`src/rtl/mp3_display_timing.sv`:
```
// ---------------------------------------------------------------------------
// mp3_display_timing
//
// Pixel-coordinate generator for the MP3 player display renderer. Produces
// signed 16-bit coordinates that are negative during blanking, so the active
// area always starts at (0,0). Runs on the system clock and uses a one-cycle
// pixel tick (o_pix_en) from an internal divider.
//
// Optional feature macro: MP3_DISPLAY_TIMING_FRAME_CNT_EN
//   When defined, adds o_frame_cnt, a free-running 16-bit count of o_frame
//   pulses. It is used by the display to time highlight blink/fade effects.
//
// Ports:
//   clk          in   system clock
//   rst_n        in   asynchronous active-low reset
//   o_pix_en     out  one-clk pixel tick
//   o_x, o_y     out  signed 16-bit coordinates of the current pixel
//   o_de         out  active-area flag for (o_x,o_y)
//   o_hsync      out  hsync for the current position
//   o_vsync      out  vsync for the current position
//   o_line       out  line-start pulse (pixel tick at o_x == H_STA)
//   o_frame      out  frame-start pulse (line start at o_y == V_STA)
//   o_de_d       out  o_de delayed PIPE clk
//   o_hsync_d    out  o_hsync delayed PIPE clk
//   o_vsync_d    out  o_vsync delayed PIPE clk
//   o_frame_cnt  out  frame counter (only with the macro defined)
// ---------------------------------------------------------------------------
module mp3_display_timing #(
  parameter int H_RES   = 640,
  parameter int H_FP    = 16,
  parameter int H_SYNC  = 96,
  parameter int H_BP    = 48,
  parameter int V_RES   = 480,
  parameter int V_FP    = 10,
  parameter int V_SYNC  = 2,
  parameter int V_BP    = 33,
  parameter int H_POL   = 0,
  parameter int V_POL   = 0,
  parameter int PIX_DIV = 4,
  parameter int PIPE    = 1
) (
  input  logic               clk,
  input  logic               rst_n,
  output logic               o_pix_en,
  output logic signed [15:0] o_x,
  output logic signed [15:0] o_y,
  output logic               o_de,
  output logic               o_hsync,
  output logic               o_vsync,
  output logic               o_line,
  output logic               o_frame,
  output logic               o_de_d,
  output logic               o_hsync_d,
  output logic               o_vsync_d
`ifdef MP3_DISPLAY_TIMING_FRAME_CNT_EN
  ,
  output logic        [15:0] o_frame_cnt
`endif
);

  localparam int H_BLANK = H_FP + H_SYNC + H_BP;
  localparam int V_BLANK = V_FP + V_SYNC + V_BP;

  localparam logic signed [15:0] H_STA      = 16'(-H_BLANK);
  localparam logic signed [15:0] H_SYNC_BEG = 16'(H_FP - H_BLANK);
  localparam logic signed [15:0] H_SYNC_END = 16'(H_FP + H_SYNC - 1 - H_BLANK);
  localparam logic signed [15:0] X_LAST     = 16'(H_RES - 1);

  localparam logic signed [15:0] V_STA      = 16'(-V_BLANK);
  localparam logic signed [15:0] V_SYNC_BEG = 16'(V_FP - V_BLANK);
  localparam logic signed [15:0] V_SYNC_END = 16'(V_FP + V_SYNC - 1 - V_BLANK);
  localparam logic signed [15:0] Y_LAST     = 16'(V_RES - 1);

  localparam logic HS_ON  = (H_POL != 0);
  localparam logic HS_OFF = ~HS_ON;
  localparam logic VS_ON  = (V_POL != 0);
  localparam logic VS_OFF = ~VS_ON;

  localparam logic [3:0] DIV_LAST = 4'(PIX_DIV - 1);

  // Elaboration-time parameter sanity checks.
  if ((H_RES + H_BLANK) > 32767) begin : g_chk_htotal
    $error("mp3_display_timing: horizontal total exceeds 32767");
  end
  if ((V_RES + V_BLANK) > 32767) begin : g_chk_vtotal
    $error("mp3_display_timing: vertical total exceeds 32767");
  end
  if ((PIX_DIV < 1) || (PIX_DIV > 16)) begin : g_chk_div
    $error("mp3_display_timing: PIX_DIV must be 1..16");
  end
  if ((PIPE < 0) || (PIPE > 8)) begin : g_chk_pipe
    $error("mp3_display_timing: PIPE must be 0..8");
  end

  logic        [3:0]  div_cnt;
  logic signed [15:0] next_x;
  logic signed [15:0] next_y;

  // The tick is registered from the divider's terminal count, so the first
  // tick after reset lands exactly PIX_DIV clocks later and PIX_DIV=1 gives
  // a constant-high tick without glitching high during reset.
  always_ff @(posedge clk or negedge rst_n) begin
    if (!rst_n) begin
      div_cnt  <= '0;
      o_pix_en <= 1'b0;
    end else begin
      o_pix_en <= (div_cnt == DIV_LAST);
      div_cnt  <= (div_cnt == DIV_LAST) ? 4'd0 : div_cnt + 4'd1;
    end
  end

  always_comb begin
    next_x = o_x;
    next_y = o_y;
    if (o_pix_en) begin
      if (o_x == X_LAST) begin
        next_x = H_STA;
        next_y = (o_y == Y_LAST) ? V_STA : o_y + 16'sd1;
      end else begin
        next_x = o_x + 16'sd1;
      end
    end
  end

  // Flags are decoded from the next coordinates so they change on the same
  // edge as o_x/o_y and always describe the position currently presented.
  always_ff @(posedge clk or negedge rst_n) begin
    if (!rst_n) begin
      o_x     <= H_STA;
      o_y     <= V_STA;
      o_de    <= 1'b0;
      o_hsync <= HS_OFF;
      o_vsync <= VS_OFF;
    end else begin
      o_x     <= next_x;
      o_y     <= next_y;
      o_de    <= (next_x >= 16'sd0) && (next_y >= 16'sd0);
      o_hsync <= ((next_x >= H_SYNC_BEG) && (next_x <= H_SYNC_END)) ? HS_ON : HS_OFF;
      o_vsync <= ((next_y >= V_SYNC_BEG) && (next_y <= V_SYNC_END)) ? VS_ON : VS_OFF;
    end
  end

  assign o_line  = o_pix_en && (o_x == H_STA);
  assign o_frame = o_line && (o_y == V_STA);

  // Delay line aligning sync/DE with the renderer's registered RGB.
  if (PIPE == 0) begin : g_nopipe
    assign o_de_d    = o_de;
    assign o_hsync_d = o_hsync;
    assign o_vsync_d = o_vsync;
  end else begin : g_pipe
    logic [PIPE-1:0] de_sr;
    logic [PIPE-1:0] hs_sr;
    logic [PIPE-1:0] vs_sr;

    always_ff @(posedge clk or negedge rst_n) begin
      if (!rst_n) begin
        de_sr <= '0;
        hs_sr <= {PIPE{HS_OFF}};
        vs_sr <= {PIPE{VS_OFF}};
      end else begin
        de_sr <= PIPE'({de_sr, o_de});
        hs_sr <= PIPE'({hs_sr, o_hsync});
        vs_sr <= PIPE'({vs_sr, o_vsync});
      end
    end

    assign o_de_d    = de_sr[PIPE-1];
    assign o_hsync_d = hs_sr[PIPE-1];
    assign o_vsync_d = vs_sr[PIPE-1];
  end

`ifdef MP3_DISPLAY_TIMING_FRAME_CNT_EN
  always_ff @(posedge clk or negedge rst_n) begin
    if (!rst_n) begin
      o_frame_cnt <= '0;
    end else if (o_frame) begin
      o_frame_cnt <= o_frame_cnt + 16'd1;
    end
  end
`endif

endmodule
```
`config.mk`:
```
export PLATFORM = sky130hd
export DESIGN_NAME = mp3_display_timing
export DESIGN_NICKNAME = d
export VERILOG_FILES = /design/src/rtl/mp3_display_timing.sv
export SDC_FILE = /design/constraint.sdc
export NUM_CORES = 1
export LEC_CHECK = 0
export CORE_AREA = 10 10 101 103
export CTS_CLUSTER_DIAMETER = 40
export CTS_CLUSTER_SIZE = 30
export DETAILED_ROUTE_END_ITERATION = 16
export DIE_AREA = 0 0 111 113
export GPL_TIMING_DRIVEN = 0
export SLEW_MARGIN = 10
export SYNTH_ARGS = -nofsm -noshare
export SYNTH_HDL_FRONTEND = slang
export SYNTH_SLANG_ARGS = --single-unit
export TNS_END_PERCENT = 5
```
`constraint.sdc`:
```
create_clock -name clk -period 2.43 [get_ports clk]
set_input_delay 0.3645 -clock clk [delete_from_list [all_inputs] [get_ports clk]]
set_output_delay 0.3645 -clock clk [all_outputs]
set_load 0.01 [all_outputs]
```
==> reports/summary.txt, run 1 <==
Met1 Usage GRT: 0.1322
Leakage: 1.249 nW
Synthesized area: 2459 sq um
Clock sink total: 43
DRT iter0 DRCs: 106
Area leader, netlist: dfstp_2
Setup violators final: 0
Layout Skew: 0.01460 ns
Most frequent cells in the layout: clkdlybuf4s50_1 (39), dfstp_2 (27), nand3_1 (17)
Worst Setup SP: o_x[10]$_DFF_PN1_
Nets: 305
WP data arrival: 2.01 ns
Grt ovf: 0
Die height: 113 um
Layout Utilization: 0.3966
CTS H-tree lvls: 2
P_int: 1.029 mW
Slew Viols, Final: 0
Setup repair after global routing missed its margin: yes
VDD IR max: 179.5 uV
Peak Freq: 421.6 MHz
Prevailing post-synth register cell: dfstp_2
Worst Hold Slack: 0.01842 ns
Post-DP HPWL: 4783 um
Worst R2R Start: o_y[0]$_DFF_PN1_
Comb pwr share: 0.015
Initial Utilization: 0.3023
Area Growth Syn to Fin: 31.20%
DR vias/cell: 5.146
Setup Crit Path Kind: reg -> out
TritonCTS Buffers: 5
Syn_nets: 247
Diodes inserted: 0
Largest family of logic cells by synthesized area: simple AND/OR/NAND/NOR gates
Startpoint types: flip-flop
Synth cell types: 58
Clock slew at reported path FFs: 0.08 ns
R2r worst-path depth: 9
Layer carrying the most global-route usage: met2
Grt met2 use: 0.1616
Die Area: 12540 sq um
Via count: 2084
Clock root buffer: clkbuf_8
Hold Crit Class: in -> async
Core ar.: 8134 sq um
Mux share of post-synthesis cell area: 0.004071
Post-synthesis register bit count: 43
Overall Power: 1.293 mW
DRT Wirelength: 6484 um
Num rows: 33
Xor/xnor share of the synthesized area: 0.07074
Port Buffer Count: 42
Highest net fanout along the worst path: 5
Synth Instances: 241
Power Density: 400.8 nW/um^2
Drt first pass iters: 5
Drt wl/cell: 16.01 um
Switching power: 0.2635 mW
Yosys top cell area share: 0.2885
Clock latency on the worst-skew pair: 0.30 ns
Drc violations: 0
Synth warn: 0
First-pass GRT wire length: 11090 um
Place WS: -0.3916 ns
EDFF count, synth: 0
Total I/O pin count: 43
Seq pwr share: 0.555
Post-layout min period: 2.372 ns
Routability Congestion: 0.8248
Mean Syn Cell Area: 10.20 sq um
Synth Area in Adders: 0.02036
Number of global-route vias before repair: 2083
Slew HR: 0.6817
Asr flop ratio synth: 1.000
CTS max path bufs: 2
Largest net degree at the start of global routing: 25
Worst EP required: 2.07 ns
Switching share of power: 0.2038
GRT Total Usage: 0.1044
Max-cap viol count: 0
Compound-gate portion of the synthesized area: 0.09771
Final Hold Viols: 0
Chip Width: 111 um
Status: completed
Crit share post-route: 0.9761
Layout cells sized above 1: 0.2567
Commonest non-fill, non-tap cell in the layout: clkdlybuf4s50_1
Initial antenna violation count: 0
Worst-Margin Slew: 0.4774 ns
Post-Synth Simple-Gate Area: 0.3023
Clock Power Share: 0.430
TritonCTS clock tree: done
Antenna-violating nets left: 0
Kind of end point of the critical path: output pin
Setup ws final: 0.05800 ns
Area contributors post-synth: dfstp_2 (29%), dfrtp_1 (16%), nand4_1 (3.8%), nand3_1 (3.7%), xnor2_1 (3.2%)
Post-synthesis sequential area ratio: 0.4514
GRT met3 Usage: 0.03751
## per-stage QoR
stage	setup TNS, ns	std cells	cell area [sq um]
floorplan	0	241	2459
global placement	-2.591	388	3010
detailed placement	-0.5853	389	3033
CTS	-0.1332	398	3166
global route	-0.1647	405	3226
finish	0	405	3226
## worst paths after layout
check,endpoint,slack (ns)
setup reg to reg,o_vsync$_DFF_PN1_,0.12
max in group asynchronous,o_y[8]$_DFF_PN1_,1.85
min in group clk,o_vsync_d$_DFF_PN1_,0.37
setup / recovery,o_frame,0.06
hold reg to reg,o_vsync_d$_DFF_PN1_,0.37
hold / removal,o_de_d$_DFF_PN0_,0.02
## flip-flops by register name, summed over array words and instances (netlist names)
register,count
o_x,16
o_hsync_d,1
o_vsync_d,1
o_de_d,1
div_cnt,4
o_de,1
o_pix_en,1
o_vsync,1
o_y,16
o_hsync,1
## power groups by stage
stage | clock network (mW) | registers [mW] | logic (mW)
2_1_floorplan | 0 | 0.730 | 0.000000506
3_3_place_gp | 0 | 0.730 | 0.0158
3_5_place_dp | 0 | 0.730 | 0.0206
4_1_cts | 0.574 | 0.718 | 0.0206
5_1_grt | 0.613 | 0.718 | 0.0225
6_report | 0.556 | 0.718 | 0.0189
## cells in the mapped netlist (2+ instances only)
master and count:
dfstp_2 27, nand3_1 18, dfrtp_1 16, nand2_1 16
nand4_1 15, nor2_1 13, inv_1 11, xnor2_1 9
xor2_1 9, and4_1 6, buf_4 6, o21ai_0 6
and3_1 5, a211oi_1 4, a21oi_1 4, and2_1 4
ha_1 4, or3_1 4, and4bb_1 3, buf_2 3
nand2b_1 3, nor2b_1 3, o22ai_1 3, and3_2 2
buf_6 2, clkbuf_1 2, nand2_2 2, nand4_4 2
nor3_1 2, nor3b_1 2, nor4_1 2, nor4b_1 2
o211ai_1 2, o21a_1 2, o22a_1 2, o31ai_1 2
or2_1 2
## layer usage
metal | part of all wire | vias to the layer above
li1 | - | 1000
met2 | 0.46 | 50
met3 | 0.073 | 10
met1 | 0.45 | 1024
met5 | 0 | -
met4 | 0.016 | 0
## cell families (layout without fill, tap and decap cells)
| kind of cell | after synthesis | count (layout) |
|---|---|---|
| AOI/OAI and AO/OA | 34 | 34 |
| and+or+nand+nor | 116 | 116 |
| buffers and inverters | 24 | 83 |
| DFF | 43 | 43 |
| xor gates and xnor gates | 19 | 19 |
| adders and majority gates | 4 | 4 |
| muxes | 1 | 1 |
## critical path, stage by stage, from the launching register on
cell	delay [ns]
dfstp_2	0.59
and4_4	0.24
and2_4	0.16
nand3_2	0.10
nor4_4	0.25
and4bb_1	0.24
buf_2	0.14
## final cells by class
class                      instances  area, sq um
multi-input combinational        174         1249
buffer                            13        90.09
fill                             811         4908
timing repair buffer              51        493.0
clock buffer                       6        72.57
inverter                          11        41.29
clock inverter                     2        37.54
tap                              105        131.4
sequential                        43         1111
## repair_timing
action | CTS | global route
endpoints found under the hold margin | 0 | 0
endpoints found under the setup margin | 2 | 4
gates resized for setup | 6 | 8
pin swaps | 1 | 1
hold buffers | 0 | 0
buffers inserted | 1 | 7
Note: power is estimated with default switching activity, not from simulation.
==> run 2: changes to the inputs <==
SETUP_SLACK_MARGIN = 0.15   (was not set)
==> reports/summary.txt, run 2 (synthesis results as in run 1) <==
Total I/O pin count: 43 (unchanged)
Crit share post-route: 0.9543 (was 0.9761)
Clock latency on the worst-skew pair: 0.30 ns (about the same)
Area Growth Syn to Fin: 34.30% (was 31.20%)
Clock slew at reported path FFs: 0.09 ns (was 0.08 ns)
R2r endpoint: o_vsync$_DFF_PN1_ (unchanged)
Slew Viols, Final: 0 (unchanged)
Startpoint types: flip-flop (unchanged)
Highest net fanout along the worst path: 2 (was 5)
Slew HR: 0.6798 (was 0.6817)
Layout Skew: 0.01634 ns (was 0.01460 ns)
Port Buffer Count: 42 (unchanged)
Worst R2R Start: o_y[1]$_DFF_PN1_ (was o_y[0]$_DFF_PN1_)
Commonest non-fill, non-tap cell in the layout: clkdlybuf4s50_1 (unchanged)
Setup ws final: 0.1111 ns (was 0.05800 ns)
Worst-path cell chain: inv_1 > ha_1 > nand4_1 > or3_4 > nor4_4 > and4bb_1 > buf_2 (was and4_4 > and2_4 > nand3_2 > nor4_4 > and4bb_1 > buf_2)
Setup violators final: 0 (unchanged)
Core ar.: 8134 sq um (unchanged)
Peak Freq: 431.2 MHz (was 421.6 MHz)
Hold buffer count at cts: 0 (unchanged)
First-pass GRT wire length: 11360 um (was 11090 um)
Chip Width: 111 um (unchanged)
Number of global-route vias before repair: 2156 (was 2083)
Leakage: 1.285 nW (was 1.249 nW)
Worst reg-to-reg setup slack: 0.18 ns (was 0.12 ns)
Drc violations: 0 (unchanged)
Initial Utilization: 0.3023 (unchanged)
Layout cells sized above 1: 0.2876 (was 0.2567)
DRT Wirelength: 6629 um (was 6484 um)
Antenna-violating nets left: 0 (unchanged)
CTS max path bufs: 2 (unchanged)
DR vias/cell: 5.200 (was 5.146)
CTS H-tree lvls: 2 (unchanged)
R2r worst-path depth: 8 (was 9)
Nets: 311 (was 305)
Hold Crit Class: in -> async (unchanged)
Slowest cell on crit path: dfrtp_1 (was dfstp_2)
Worst EP required: 2.07 ns (about the same)
GRT Total Usage: 0.1072 (was 0.1044)
Grt ovf: 0 (unchanged)
Post-DP HPWL: 4783 um (unchanged)
VDD IR max: 179.5 uV (about the same)
Status: completed (unchanged)
WP data arrival: 1.95 ns (was 2.01 ns)
Dpl cells: 389 (unchanged)
Setup repair after global routing missed its margin: yes (unchanged)
Drt first pass iters: 4 (was 5)
Clock root buffer: clkbuf_8 (unchanged)
Num rows: 33 (unchanged)
Max-cap viol count: 0 (unchanged)
TritonCTS clock tree: done (unchanged)
Largest net degree at the start of global routing: 25 (unchanged)
Clock sink total: 43 (unchanged)
Most frequent cells in the layout: clkdlybuf4s50_1 (39), dfstp_2 (27), buf_4 (20) (was clkdlybuf4s50_1 (39), dfstp_2 (27), nand3_1 (17))
Setup Crit Path Kind: reg -> out (unchanged)
Post-layout min period: 2.319 ns (was 2.372 ns)
Die height: 113 um (unchanged)
TritonCTS Buffers: 5 (unchanged)
Overall Power: 1.294 mW (was 1.293 mW)
Worst-Margin Slew: 0.4803 ns (was 0.4774 ns)
Largest registers: o_x: 16 flops, o_y: 16 flops, div_cnt: 4 flops (unchanged)
Via count: 2137 (was 2084)
Drt wl/cell: 16.13 um (was 16.01 um)
Place WS: -0.3916 ns (unchanged)
Kind of end point of the critical path: output pin (unchanged)
Power Density: 391.8 nW/um^2 (was 400.8 nW/um^2)
Post-route setup TNS: 0 ns (unchanged)
Routability Congestion: 0.8248 (unchanged)
Initial antenna violation count: 0 (unchanged)
DRT iter0 DRCs: 113 (was 106)
Max incr delay on CP: 0.39 ns (was 0.59 ns)
Diodes inserted: 0 (unchanged)
Post-Layout Cell Count: 411 (was 405)
Die Area: 12540 sq um (unchanged)
Final Hold Viols: 0 (unchanged)
[run 2: cell count changes in the layout (fill, tap and decap cells not counted), sizes merged]
cell	before	now
clkbuf	9	8
buf	22	28
clkdlybuf4s15	0	1
[run 2: per-stage QoR]
stage	cell area, sq um	util	hold WS (ns)
5_1_grt	3302	0.4059	0.04676
6_report	3302	0.4059	0.01982
3_3_place_gp	3010	0.3701	0.3552
2_1_floorplan	2459	-	0.06891
3_5_place_dp	3033	0.3729	0.3522
4_1_cts	3238	0.3981	0.02927
[run 2: how the worst max path moves through the flow]
stage | start | end | slack, ns | cells past startpoint
after CTS | o_x[1]$_DFF_PN0_ | o_frame | 0.10 | 7
after floorplan | o_x[8]$_DFF_PN1_ | o_frame | 0.21 | 5
after global placement | o_x[8]$_DFF_PN1_ | o_frame | -0.39 | 6
after detailed placement | o_x[8]$_DFF_PN1_ | o_frame | -0.39 | 6
final | o_x[0]$_DFF_PN0_ | o_frame | 0.11 | 7
after global routing | o_x[1]$_DFF_PN0_ | o_frame | 0.04 | 7
[run 2: cell type report]
class | instances | area, sq um
buffer | 13 | 91.34
clock buffer | 6 | 72.57
clock inverter | 2 | 37.54
fill | 812 | 4832
inverter | 11 | 41.29
multi-input combinational | 174 | 1274
sequential | 43 | 1110
tap | 105 | 131.4
timing repair buffer | 57 | 544.3
[run 2: where the power goes]
group | switching [mW] | internal [mW] | total (mW) | leakage [nW]
Clock | 0.250 | 0.307 | 0.557 | 0.0514
Sequential | 0 | 0.718 | 0.718 | 0.478
Combinational | 0.0141 | 0.00506 | 0.0191 | 0.756
[run 2: metal layers]
layer  share of wire  vias to the layer above  GRT usage  wire length, um
met5               0                        -          0                0
met2            0.47                       61     0.1682             3120
met3           0.071                       12    0.03751              471
li1                -                     1012          -                -
met1            0.44                     1052     0.1340             2929
met4           0.016                        0    0.03559              108
[run 2: what timing repair did]
item / 4_1_cts / 5_1_grt
resized for setup: 12 / 8
setup buffers: 9 / 5
endpoints found under the setup margin: 3 / 14
gates cloned: 0 / 0
pin swaps: 1 / 2
[run 2: worst max-delay path, delay by kind of cell, from the launching register on]
family / cells / cell delay (ns)
fa+ha+maj: 1 / 0.14
buf+inv: 2 / 0.20
flops: 1 / 0.39
simple gates: 4 / 0.92
==> run 3: changes to the inputs <==
CTS_CLUSTER_DIAMETER = 150   (was 40)
clock period = 2.5 ns   (was 2.43 ns; I/O delays follow)
==> reports/summary.txt, run 3 (synthesis results as in run 1) <==
Status: completed (unchanged)
CTS H-tree lvls: 2 (unchanged)
Nets: 308 (was 311)
VDD IR max: 174.5 uV (was 179.5 uV)
Core ar.: 8134 sq um (unchanged)
Clock sink total: 43 (unchanged)
Post-Layout Cell Count: 408 (was 411)
Num rows: 33 (unchanged)
Setup Crit Path Kind: reg -> out (unchanged)
Layout Skew: 0.01394 ns (was 0.01634 ns)
Drt first pass iters: 4 (unchanged)
Clock latency on the worst-skew pair: 0.30 ns (about the same)
Worst-Margin Slew: 0.4785 ns (was 0.4803 ns)
Port Buffer Count: 42 (unchanged)
Post-route setup TNS: 0 ns (unchanged)
R2r worst-path depth: 9 (was 8)
Peak Freq: 417.7 MHz
Hold Crit Class: in -> async (unchanged)
Final Hold Viols: 0 (unchanged)
Worst reg-to-reg setup slack: 0.19 ns (was 0.18 ns)
CTS max path bufs: 2 (unchanged)
Post-layout min period: 2.394 ns
Worst R2R Start: o_y[0]$_DFF_PN1_ (was o_y[1]$_DFF_PN1_)
Hold buffer count at cts: 0 (unchanged)
Die Area: 12540 sq um (unchanged)
Chip Width: 111 um (unchanged)
DRT Wirelength: 6616 um (was 6629 um)
Fillers: 816 (was 812)
Layout cells sized above 1: 0.2574 (was 0.2876)
Die height: 113 um (unchanged)
Drc violations: 0 (unchanged)
Antenna-violating nets left: 0 (unchanged)
Commonest non-fill, non-tap cell in the layout: clkdlybuf4s50_1 (unchanged)
Clock root buffer: clkbuf_8 (unchanged)
GRT Total Usage: 0.1067 (was 0.1072)
Largest registers: o_x: 16 flops, o_y: 16 flops, div_cnt: 4 flops (unchanged)
Leakage: 1.273 nW (was 1.285 nW)
Setup ws final: 0.1061 ns (was 0.1111 ns)
Kind of end point of the critical path: output pin (unchanged)
TritonCTS clock tree: done (unchanged)
Slew HR: 0.6810 (was 0.6798)
Largest net degree at the start of global routing: 25 (unchanged)
Number of global-route vias before repair: 2146 (was 2156)
Total I/O pin count: 43 (unchanged)
Most frequent cells in the layout: clkdlybuf4s50_1 (39), dfstp_2 (27), buf_4 (17), nand3_1 (17) (was clkdlybuf4s50_1 (39), dfstp_2 (27), buf_4 (20))
TritonCTS Buffers: 5 (unchanged)
Place WS: -0.3321 ns (was -0.3916 ns)
Slew Viols, Final: 0 (unchanged)
Initial antenna violation count: 0 (unchanged)
R2r endpoint: o_vsync$_DFF_PN1_ (unchanged)
Max-cap viol count: 0 (unchanged)
Worst EP required: 2.12 ns (was 2.07 ns)
Power Density: 386.5 nW/um^2 (was 391.8 nW/um^2)
Crit share post-route: 0.9575
Routability Congestion: 0.8248 (unchanged)
Setup violators final: 0 (unchanged)
DRT iter0 DRCs: 89 (was 113)
WP data arrival: 2.02 ns (was 1.95 ns)
First-pass GRT wire length: 11320 um (was 11360 um)
Startpoint types: flip-flop (unchanged)
Clock slew at reported path FFs: 0.08 ns (was 0.09 ns)
Area Growth Syn to Fin: 32.26% (was 34.30%)
Dpl cells: 389 (unchanged)
Via count: 2132 (was 2137)
Drt wl/cell: 16.22 um (was 16.13 um)
Worst Setup SP: o_x[11]$_DFF_PN1_ (was o_x[0]$_DFF_PN0_)
Diodes inserted: 0 (unchanged)
Critical Path End: o_line (was o_frame)
Setup repair after global routing missed its margin: yes (unchanged)
Worst Hold Slack: 0.02871 ns (was 0.01982 ns)
Post-DP HPWL: 4783 um (unchanged)
Layout Utilization: 0.3998 (was 0.4059)
Initial Utilization: 0.3023 (unchanged)
DR vias/cell: 5.225 (was 5.200)
Highest net fanout along the worst path: 5 (was 2)
Grt ovf: 0 (unchanged)
[run 3: cell count changes in the layout (fill, tap and decap cells not counted)]
cell / change
buf_4: -3
ha_2: -1
nand3_1: +1
nand3_2: -1
clkdlybuf4s15_2: -1
a211oi_2: -2
dlygate4sd2_1: +1
o31ai_2: -1
ha_1: +1
a211oi_1: +2
o31ai_1: +1
and2_1: +1
and2_4: -1
[run 3: timing repair]
action                     CTS  global route
setup endpoints to repair    3             8
gates cloned                 0             0
gates resized for setup      9             3
pin swaps                    1             0
buffers inserted             8             3
[run 3: metal layers]
metal,vias to the layer above,global-route usage,routed length [um]
met5,-,0,0
met1,1055,0.1334,2931
met3,10,0.03751,474
met2,58,0.1682,3107
li1,1009,-,-
met4,0,0.03385,103
[run 3: area by class of cell]
class / instances / area, sq um / area share
Inverter: 11 / 41.29 / 0.01270
Clock inverter: 2 / 37.54 / 0.01154
Multi-Input combinational cell: 174 / 1249 / 0.3840
Clock buffer: 6 / 72.57 / 0.02232
Buffer: 13 / 91.34 / 0.02809
Sequential cell: 43 / 1110 / 0.3413
Tap cell: 105 / 131.4 / 0.04040
Timing Repair Buffer: 54 / 519.2 / 0.1597
[run 3: critical path: stages, from the launching register on]
cell and delay (ns):
dfstp_2 0.58, and4_1 0.23, and2_1 0.20, nand3_2 0.12
nor4_4 0.18, buf_4 0.16, dlygate4sd2_1 0.26
[run 3: power breakdown]
part | internal, mW | total [mW] | switching [mW]
logic | 0.00491 | 0.0185 | 0.0136
registers | 0.697 | 0.697 | 0
clock network | 0.298 | 0.541 | 0.243
total | 1.00 | 1.26 | 0.256
[run 3: how the worst min path moves through the flow]
stage | slack, ns | start | end
floorplan | 0.08 | rst_n | div_cnt[0]$_DFF_PN0_
global placement | 0.36 | o_hsync$_DFF_PN1_ | o_hsync_d$_DFF_PN1_
detailed placement | 0.36 | rst_n | o_de_d$_DFF_PN0_
CTS | 0.04 | rst_n | o_de_d$_DFF_PN0_
global route | 0.06 | rst_n | o_de_d$_DFF_PN0_
finish | 0.03 | rst_n | o_de_d$_DFF_PN0_
[run 3: through the flow]
stage	power [mW]	cell area (sq um)
floorplan	0.7093	2459
detailed placement	0.7292	3033
CTS	1.275	3222
global route	1.315	3252
global placement	0.7245	3010
finish	1.257	3252
